**config.mk**
```make
export PLATFORM = sky130hd
export DESIGN_NAME = pipeline_ctrl_flat
export DESIGN_NICKNAME = d
export VERILOG_FILES = /design/src/rtl/pipeline_ctrl_if.sv /design/src/rtl/pipeline_ctrl.sv /design/src/flat_wrapper.sv
export SDC_FILE = /design/constraint.sdc
export NUM_CORES = 1
export LEC_CHECK = 0
export CAP_MARGIN = 20
export CORE_MARGIN = 1.5
export CORE_UTILIZATION = 38
export CTS_BUF_LIST = sky130_fd_sc_hd__clkbuf_16
export DETAILED_ROUTE_END_ITERATION = 7
export PLACE_DENSITY = 0.84
export REMOVE_ABC_BUFFERS = 1
export SETUP_SLACK_MARGIN = 0.5
export SYNTH_ARGS = -nofsm -noshare
export SYNTH_HDL_FRONTEND = slang
export SYNTH_SLANG_ARGS = --single-unit
```
**constraint.sdc**
```tcl
create_clock -name clk -period 2.4 [get_ports clk]
set_input_delay 0.6 -clock clk [delete_from_list [all_inputs] [get_ports clk]]
set_output_delay 0.6 -clock clk [all_outputs]
set_load 0.03 [all_outputs]
```
**src/rtl/pipeline_ctrl_if.sv**
```systemverilog
// Hazard/sequencing bundle between the microRISC pipeline and pipeline_ctrl.
// master = controller side (drives stalls/flushes), slave = pipeline side.
interface pipeline_ctrl_if;
   logic [2:0]  id_rs;
   logic [2:0]  id_rt;
   logic        id_uses_rs;
   logic        id_uses_rt;
   logic        ex_mem_read;
   logic        ex_reg_write;
   logic [2:0]  ex_rd;
   logic        ex_redirect;
   logic        mem_req;
   logic        mem_ready;
   logic        pc_stall;
   logic        if_id_stall;
   logic        id_ex_stall;
   logic        ex_mem_stall;
   logic        if_id_flush;
   logic        id_ex_flush;
   logic        mem_wb_flush;
   logic        mem_timeout;
   logic [15:0] stall_cnt;
   logic [15:0] flush_cnt;
   logic [15:0] load_use_cnt;

   modport master (
      input  id_rs, id_rt, id_uses_rs, id_uses_rt, ex_mem_read, ex_reg_write,
             ex_rd, ex_redirect, mem_req, mem_ready,
      output pc_stall, if_id_stall, id_ex_stall, ex_mem_stall,
             if_id_flush, id_ex_flush, mem_wb_flush, mem_timeout,
             stall_cnt, flush_cnt, load_use_cnt
   );

   modport slave (
      output id_rs, id_rt, id_uses_rs, id_uses_rt, ex_mem_read, ex_reg_write,
             ex_rd, ex_redirect, mem_req, mem_ready,
      input  pc_stall, if_id_stall, id_ex_stall, ex_mem_stall,
             if_id_flush, id_ex_flush, mem_wb_flush, mem_timeout,
             stall_cnt, flush_cnt, load_use_cnt
   );
endinterface

```
**src/rtl/pipeline_ctrl.sv**
```systemverilog
// Stall/flush controller for the 5-stage microRISC pipeline.
// Define PIPE_CTRL_PERF_EN to build the stall/flush/load-use performance counters.
module pipeline_ctrl #(
   parameter int LOAD_BUBBLES = 1,
   parameter int MEM_TIMEOUT  = 15
) (
   input logic            clk,
   input logic            rst,
   pipeline_ctrl_if.master pif
);

   typedef enum logic {RUN, LOAD_WAIT} state_t;

   localparam logic       BCNT_LAST = 1'(LOAD_BUBBLES - 2);
   localparam logic [7:0] WCNT_HIT  = 8'(MEM_TIMEOUT - 1);

   state_t     state_q, state_d;
   logic       bcnt_q, bcnt_d;
   logic [7:0] wcnt_q, wcnt_d;
   logic       mem_timeout_q, mem_timeout_d;
   logic       mem_stall;
   logic       load_use;

   assign mem_stall = pif.mem_req & ~pif.mem_ready;
   assign load_use  = pif.ex_mem_read & pif.ex_reg_write & (pif.ex_rd != 3'd0) &
                      ((pif.id_uses_rs & (pif.id_rs == pif.ex_rd)) |
                       (pif.id_uses_rt & (pif.id_rt == pif.ex_rd)));

   always_comb begin
      state_d          = state_q;
      bcnt_d           = bcnt_q;
      pif.pc_stall     = 1'b0;
      pif.if_id_stall  = 1'b0;
      pif.id_ex_stall  = 1'b0;
      pif.ex_mem_stall = 1'b0;
      pif.if_id_flush  = 1'b0;
      pif.id_ex_flush  = 1'b0;
      pif.mem_wb_flush = 1'b0;
      if (rst) begin
         pif.if_id_flush  = 1'b1;
         pif.id_ex_flush  = 1'b1;
         pif.mem_wb_flush = 1'b1;
      end else if (mem_stall) begin
         // Freeze everything; state and bubble count resume untouched afterwards.
         pif.pc_stall     = 1'b1;
         pif.if_id_stall  = 1'b1;
         pif.id_ex_stall  = 1'b1;
         pif.ex_mem_stall = 1'b1;
         pif.mem_wb_flush = 1'b1;
      end else if (pif.ex_redirect) begin
         pif.if_id_flush = 1'b1;
         pif.id_ex_flush = 1'b1;
         state_d         = RUN;
         bcnt_d          = 1'b0;
      end else if (state_q == LOAD_WAIT) begin
         pif.pc_stall    = 1'b1;
         pif.if_id_stall = 1'b1;
         pif.id_ex_flush = 1'b1;
         bcnt_d          = bcnt_q + 1'b1;
         if (bcnt_q == BCNT_LAST) begin
            state_d = RUN;
         end
      end else if (load_use) begin
         pif.pc_stall    = 1'b1;
         pif.if_id_stall = 1'b1;
         pif.id_ex_flush = 1'b1;
         if (LOAD_BUBBLES == 2) begin
            state_d = LOAD_WAIT;
            bcnt_d  = 1'b0;
         end
      end
   end

   always_comb begin
      wcnt_d        = '0;
      mem_timeout_d = mem_timeout_q;
      if (mem_stall) begin
         wcnt_d = (wcnt_q == 8'hFF) ? wcnt_q : wcnt_q + 8'd1;
         if (wcnt_q == WCNT_HIT) begin
            mem_timeout_d = 1'b1;
         end
      end
   end

   always_ff @(posedge clk or posedge rst) begin
      if (rst) begin
         state_q       <= RUN;
         bcnt_q        <= 1'b0;
         wcnt_q        <= '0;
         mem_timeout_q <= 1'b0;
      end else begin
         state_q       <= state_d;
         bcnt_q        <= bcnt_d;
         wcnt_q        <= wcnt_d;
         mem_timeout_q <= mem_timeout_d;
      end
   end

   assign pif.mem_timeout = mem_timeout_q;

`ifdef PIPE_CTRL_PERF_EN
   logic [15:0] stall_cnt_q, stall_cnt_d;
   logic [15:0] flush_cnt_q, flush_cnt_d;
   logic [15:0] load_use_cnt_q, load_use_cnt_d;
   logic        lu_evt;
   logic        flush_evt;

   // A load-use hazard is counted only where it is first taken in RUN, not per bubble.
   assign lu_evt    = (state_q == RUN) & ~mem_stall & ~pif.ex_redirect & load_use;
   assign flush_evt = ~mem_stall & pif.ex_redirect;

   always_comb begin
      stall_cnt_d    = stall_cnt_q;
      flush_cnt_d    = flush_cnt_q;
      load_use_cnt_d = load_use_cnt_q;
      if (pif.pc_stall && stall_cnt_q != 16'hFFFF) begin
         stall_cnt_d = stall_cnt_q + 16'd1;
      end
      if (flush_evt && flush_cnt_q != 16'hFFFF) begin
         flush_cnt_d = flush_cnt_q + 16'd1;
      end
      if (lu_evt && load_use_cnt_q != 16'hFFFF) begin
         load_use_cnt_d = load_use_cnt_q + 16'd1;
      end
   end

   always_ff @(posedge clk or posedge rst) begin
      if (rst) begin
         stall_cnt_q    <= '0;
         flush_cnt_q    <= '0;
         load_use_cnt_q <= '0;
      end else begin
         stall_cnt_q    <= stall_cnt_d;
         flush_cnt_q    <= flush_cnt_d;
         load_use_cnt_q <= load_use_cnt_d;
      end
   end

   assign pif.stall_cnt    = stall_cnt_q;
   assign pif.flush_cnt    = flush_cnt_q;
   assign pif.load_use_cnt = load_use_cnt_q;
`else
   assign pif.stall_cnt    = '0;
   assign pif.flush_cnt    = '0;
   assign pif.load_use_cnt = '0;
`endif

endmodule

```
**src/flat_wrapper.sv**
```systemverilog
// flat-port wrapper written by rule: the top's interface ports become plain ports
module pipeline_ctrl_flat 
#(
   parameter int LOAD_BUBBLES = 1,
   parameter int MEM_TIMEOUT  = 15
)
  (clk, rst, pif_id_rs, pif_id_rt, pif_id_uses_rs, pif_id_uses_rt, pif_ex_mem_read, pif_ex_reg_write, pif_ex_rd, pif_ex_redirect, pif_mem_req, pif_mem_ready, pif_pc_stall, pif_if_id_stall, pif_id_ex_stall, pif_ex_mem_stall, pif_if_id_flush, pif_id_ex_flush, pif_mem_wb_flush, pif_mem_timeout, pif_stall_cnt, pif_flush_cnt, pif_load_use_cnt);
  pipeline_ctrl_if pif_i ();
  input logic clk;
  input logic rst;
  input wire logic [$bits(pif_i.id_rs)-1:0] pif_id_rs;
  input wire logic [$bits(pif_i.id_rt)-1:0] pif_id_rt;
  input wire logic [$bits(pif_i.id_uses_rs)-1:0] pif_id_uses_rs;
  input wire logic [$bits(pif_i.id_uses_rt)-1:0] pif_id_uses_rt;
  input wire logic [$bits(pif_i.ex_mem_read)-1:0] pif_ex_mem_read;
  input wire logic [$bits(pif_i.ex_reg_write)-1:0] pif_ex_reg_write;
  input wire logic [$bits(pif_i.ex_rd)-1:0] pif_ex_rd;
  input wire logic [$bits(pif_i.ex_redirect)-1:0] pif_ex_redirect;
  input wire logic [$bits(pif_i.mem_req)-1:0] pif_mem_req;
  input wire logic [$bits(pif_i.mem_ready)-1:0] pif_mem_ready;
  output wire logic [$bits(pif_i.pc_stall)-1:0] pif_pc_stall;
  output wire logic [$bits(pif_i.if_id_stall)-1:0] pif_if_id_stall;
  output wire logic [$bits(pif_i.id_ex_stall)-1:0] pif_id_ex_stall;
  output wire logic [$bits(pif_i.ex_mem_stall)-1:0] pif_ex_mem_stall;
  output wire logic [$bits(pif_i.if_id_flush)-1:0] pif_if_id_flush;
  output wire logic [$bits(pif_i.id_ex_flush)-1:0] pif_id_ex_flush;
  output wire logic [$bits(pif_i.mem_wb_flush)-1:0] pif_mem_wb_flush;
  output wire logic [$bits(pif_i.mem_timeout)-1:0] pif_mem_timeout;
  output wire logic [$bits(pif_i.stall_cnt)-1:0] pif_stall_cnt;
  output wire logic [$bits(pif_i.flush_cnt)-1:0] pif_flush_cnt;
  output wire logic [$bits(pif_i.load_use_cnt)-1:0] pif_load_use_cnt;
  assign pif_i.id_rs = pif_id_rs;
  assign pif_i.id_rt = pif_id_rt;
  assign pif_i.id_uses_rs = pif_id_uses_rs;
  assign pif_i.id_uses_rt = pif_id_uses_rt;
  assign pif_i.ex_mem_read = pif_ex_mem_read;
  assign pif_i.ex_reg_write = pif_ex_reg_write;
  assign pif_i.ex_rd = pif_ex_rd;
  assign pif_i.ex_redirect = pif_ex_redirect;
  assign pif_i.mem_req = pif_mem_req;
  assign pif_i.mem_ready = pif_mem_ready;
  assign pif_pc_stall = pif_i.pc_stall;
  assign pif_if_id_stall = pif_i.if_id_stall;
  assign pif_id_ex_stall = pif_i.id_ex_stall;
  assign pif_ex_mem_stall = pif_i.ex_mem_stall;
  assign pif_if_id_flush = pif_i.if_id_flush;
  assign pif_id_ex_flush = pif_i.id_ex_flush;
  assign pif_mem_wb_flush = pif_i.mem_wb_flush;
  assign pif_mem_timeout = pif_i.mem_timeout;
  assign pif_stall_cnt = pif_i.stall_cnt;
  assign pif_flush_cnt = pif_i.flush_cnt;
  assign pif_load_use_cnt = pif_i.load_use_cnt;
  pipeline_ctrl #(.LOAD_BUBBLES(LOAD_BUBBLES), .MEM_TIMEOUT(MEM_TIMEOUT)) u_core (.clk(clk), .rst(rst), .pif(pif_i));
endmodule
```
==> reports/metrics.cfg <==
[status]
outcome = completed

[yosys]
synth_top_family_by_area = buffers and inverters
synth_xor_area_share_pct = 8.06
syn-cell-area_sq_um = 1090
synth_mux_area_share_pct = 0.922
synthSimpleGateAreaFrac_pct = 14.7
ys.warnings.count = 0
synthAdderAreaFrac_pct = 2.30
syn_inst = 126
yosysSeqAreaShare_pct = 25.3
syn_area_per_cell_sq_um = 8.62
synth_compound_area_share_pct = 11.3
ys_types = 34
ys_seq_elements = 11

[cells_and_area]
final_util_pct = 52.9
fin_nets = 182
diodes = 0
drive_gt1_share_pct = 32.9
fin_cells = 192
area_growth_pct = 33.1

[timing]
skew_ps = 1.02
min_period_ps = 2170
fin_crit_sh_pct = 90.2
fmax_ghz = 0.462
totalNegativeSetupSlack_ps = 0
rsz0062_at_grt = true
setup_violations = 0
finalHoldViolCount = 0
finalMaxSlewViolations = 0

[pwr]
pwr-share-clk_pct = 41.5
p_leak_uw = 0.000752
p_sw_share_pct = 33.2
max-vdd-ir-drop_v = 0.000417
netSwitchingPower_uw = 237
seqPwrFrac_pct = 26.6
p_int_uw = 475
power.density_nw_per_um2 = 492
pwr-share-comb_pct = 32.0

[clock_network]
clock_sinks = 11
root_buffer = clkbuf_16
clk_pin_slew_worst_paths_ps = 40
h-tree-depth = 1
clock_path_buffers = 2
cts_tree = yes
cts_buffers = 3
clk-insertion-delay-late_ps = 230

[detailed_routing]
firstDrtPassIters = 4
dr_total_vias = 835
drc = 0
ant_nets = 0
first_iter_violations = 13
wire_per_inst_microns = 11.6
via_per_inst = 4.35
wl_mm = 2.22

[setup_path]
slowest_stage = a211oi_1
cp_max_fo = 2
cp_cell_sequence = buf_2 -> xnor2_2 -> nand4_1 -> a211oi_1 -> a211o_1 -> buf_6
cp_data_required_time_ps = 1800
crit_type = primary input to output pin
start_kind = primary input
worst_ep_arrival_time_ps = 1570
reg2reg_slack_ps = 940
slowest_delay_ps = 280
end_kind = output pin

[die]
die_w_microns = 56.5
initial_utilization_pct = 39.7
coreArea_sq_um = 2730
io_pins = 74
dieArea_sq_um = 3190
rows = 19
chipHeight_microns = 56.5

[grt]
grt_max_degree = 12
use_met2_pct = 23.9
antenna_found_initial = 0
grt_pass1_vias = 717
grt_util_met1_pct = 16.6
grt_use_total_pct = 13.9
top_usage_layer = met2
gr-usage-met3_pct = 3.46
grt_overflow = 0
grt_pass1_wl_mm = 3.44

[flow_run]
drv_cap = 0

[worst_hold_path]
hold_class = primary input to async pin

[placement]
place_inst = 184
dp_hpwl_mm = 1.48
place_congestion = 0.753
port_buffers = 25

-- layer usage --
layer  part of all wire, %  wire length (microns)
met5                     0                      0
met4                  0.95                     21
met3                   6.6                    147
met2                    53                   1170
met1                    40                    877
-- through the flow --
stage | hold slack, ps | total power, uW | instance area (sq um) | setup slack (ps)
floorplan | 460 | 329 | 876 | -417
global placement | 465 | 382 | 1190 | -224
detailed placement | 485 | 384 | 1190 | -247
CTS | 492 | 707 | 1410 | 258
global route | 471 | 742 | 1450 | 132
finish | 454 | 712 | 1450 | 234
-- worst paths after layout --
check | from | to | cells past startpoint
worst max register to register | u_core.wcnt_q[1] | u_core.wcnt_q[4] | 5
min in group clk | u_core.pif.mem_timeout | u_core.pif.mem_timeout | 1
worst min-delay path | rst | u_core.state_q | 3
worst min register to register | u_core.pif.mem_timeout | u_core.pif.mem_timeout | 1
worst max-delay path | pif_id_rt[0] | pif_id_ex_flush | 6
max in group asynchronous | rst | u_core.wcnt_q[6] | 3
-- power by group through the flow --
stage	Sequential (uW)	Combinational (uW)	Clock [uW]
final	189	227	295
after CTS	189	217	300
after global routing	189	241	312
after global placement	192	191	0
after floorplan	191	137	0
after detailed placement	192	192	0
-- state kept, by name (all words and copies together) (netlist names) --
signal	count
u_core.wcnt_q	8
u_core.pif.mem_timeout	1
u_core.state_q	1
u_core.bcnt_q	1
-- placed cells by master, fill, tap and decap left out, drive strengths merged, types with 2 or more instances in the layout --
cell type,n
xnor2,7
xor2,3
buf,29
nand4,3
nor2,13
inv,5
nand3,2
conb,48
dlygate4sd2,4
clkbuf,4
nand2,5
ha,2
dfrtp,11
o21ai,4
-- area by class of cell --
class                   count  area, sq um
clock buffers               3         75.1
clock inverters             1         3.75
fillers                   240         1290
inverters                   4         15.0
multi-input cells         107          701
flip-flops and latches     11          275
well taps                  31         38.8
repair buffers             35          337
-- logic make-up after synthesis --
logic type               after synthesis
flip-flops                            11
AO/OA/AOI/OAI                         16
other                                  1
multiplexers                           1
buffers and inverters                 55
AND/OR/NAND/NOR                       30
XOR/XNOR                              10
adder cells (fa/ha/maj)                2
-- critical path, delay by kind of cell --
family / cells / cell delay, ps
buf+inv: 2 / 250
simple gates: 1 / 130
xor+xnor: 1 / 140
compound gates: 2 / 450
-- synthesized netlist by cell type (all sizes together) --
cell type / instances / area [sq um]
nand3b: 1 / 7.51
a211oi: 1 / 7.51
conb: 1 / 3.75
nand3: 2 / 10.0
xor2: 3 / 26.3
o211a: 1 / 10.0
nor2b: 1 / 6.26
and2b: 1 / 8.76
o21ai: 4 / 20.0
buf: 51 / 387
nand2b: 1 / 6.26
nor2: 13 / 48.8
nand4: 3 / 33.8
mux2i: 1 / 10.0
nand2: 5 / 18.8
dfrtp: 11 / 275
a21o: 1 / 7.51
o2111ai: 1 / 8.76
and2: 1 / 7.51
nor4: 1 / 6.26
o311ai: 1 / 8.76
a211o: 1 / 8.76
inv: 4 / 15.0
ha: 2 / 25.0
and3: 1 / 6.26
xnor2: 7 / 61.3
a31oi: 1 / 6.26
o211ai: 1 / 7.51
a31o: 1 / 8.76
a32o: 1 / 10.0
o311a: 1 / 11.3
o21a: 1 / 7.51
-- repair_timing --
| item | CTS | global route |
|---|---|---|
| endpoints found under the setup margin | 7 | 6 |
| hold buffers | 0 | 0 |
| pin swaps | 15 | 1 |
| buffers inserted | 3 | 1 |
| gates resized for setup | 92 | 11 |
(Power assumes the default switching activity.)
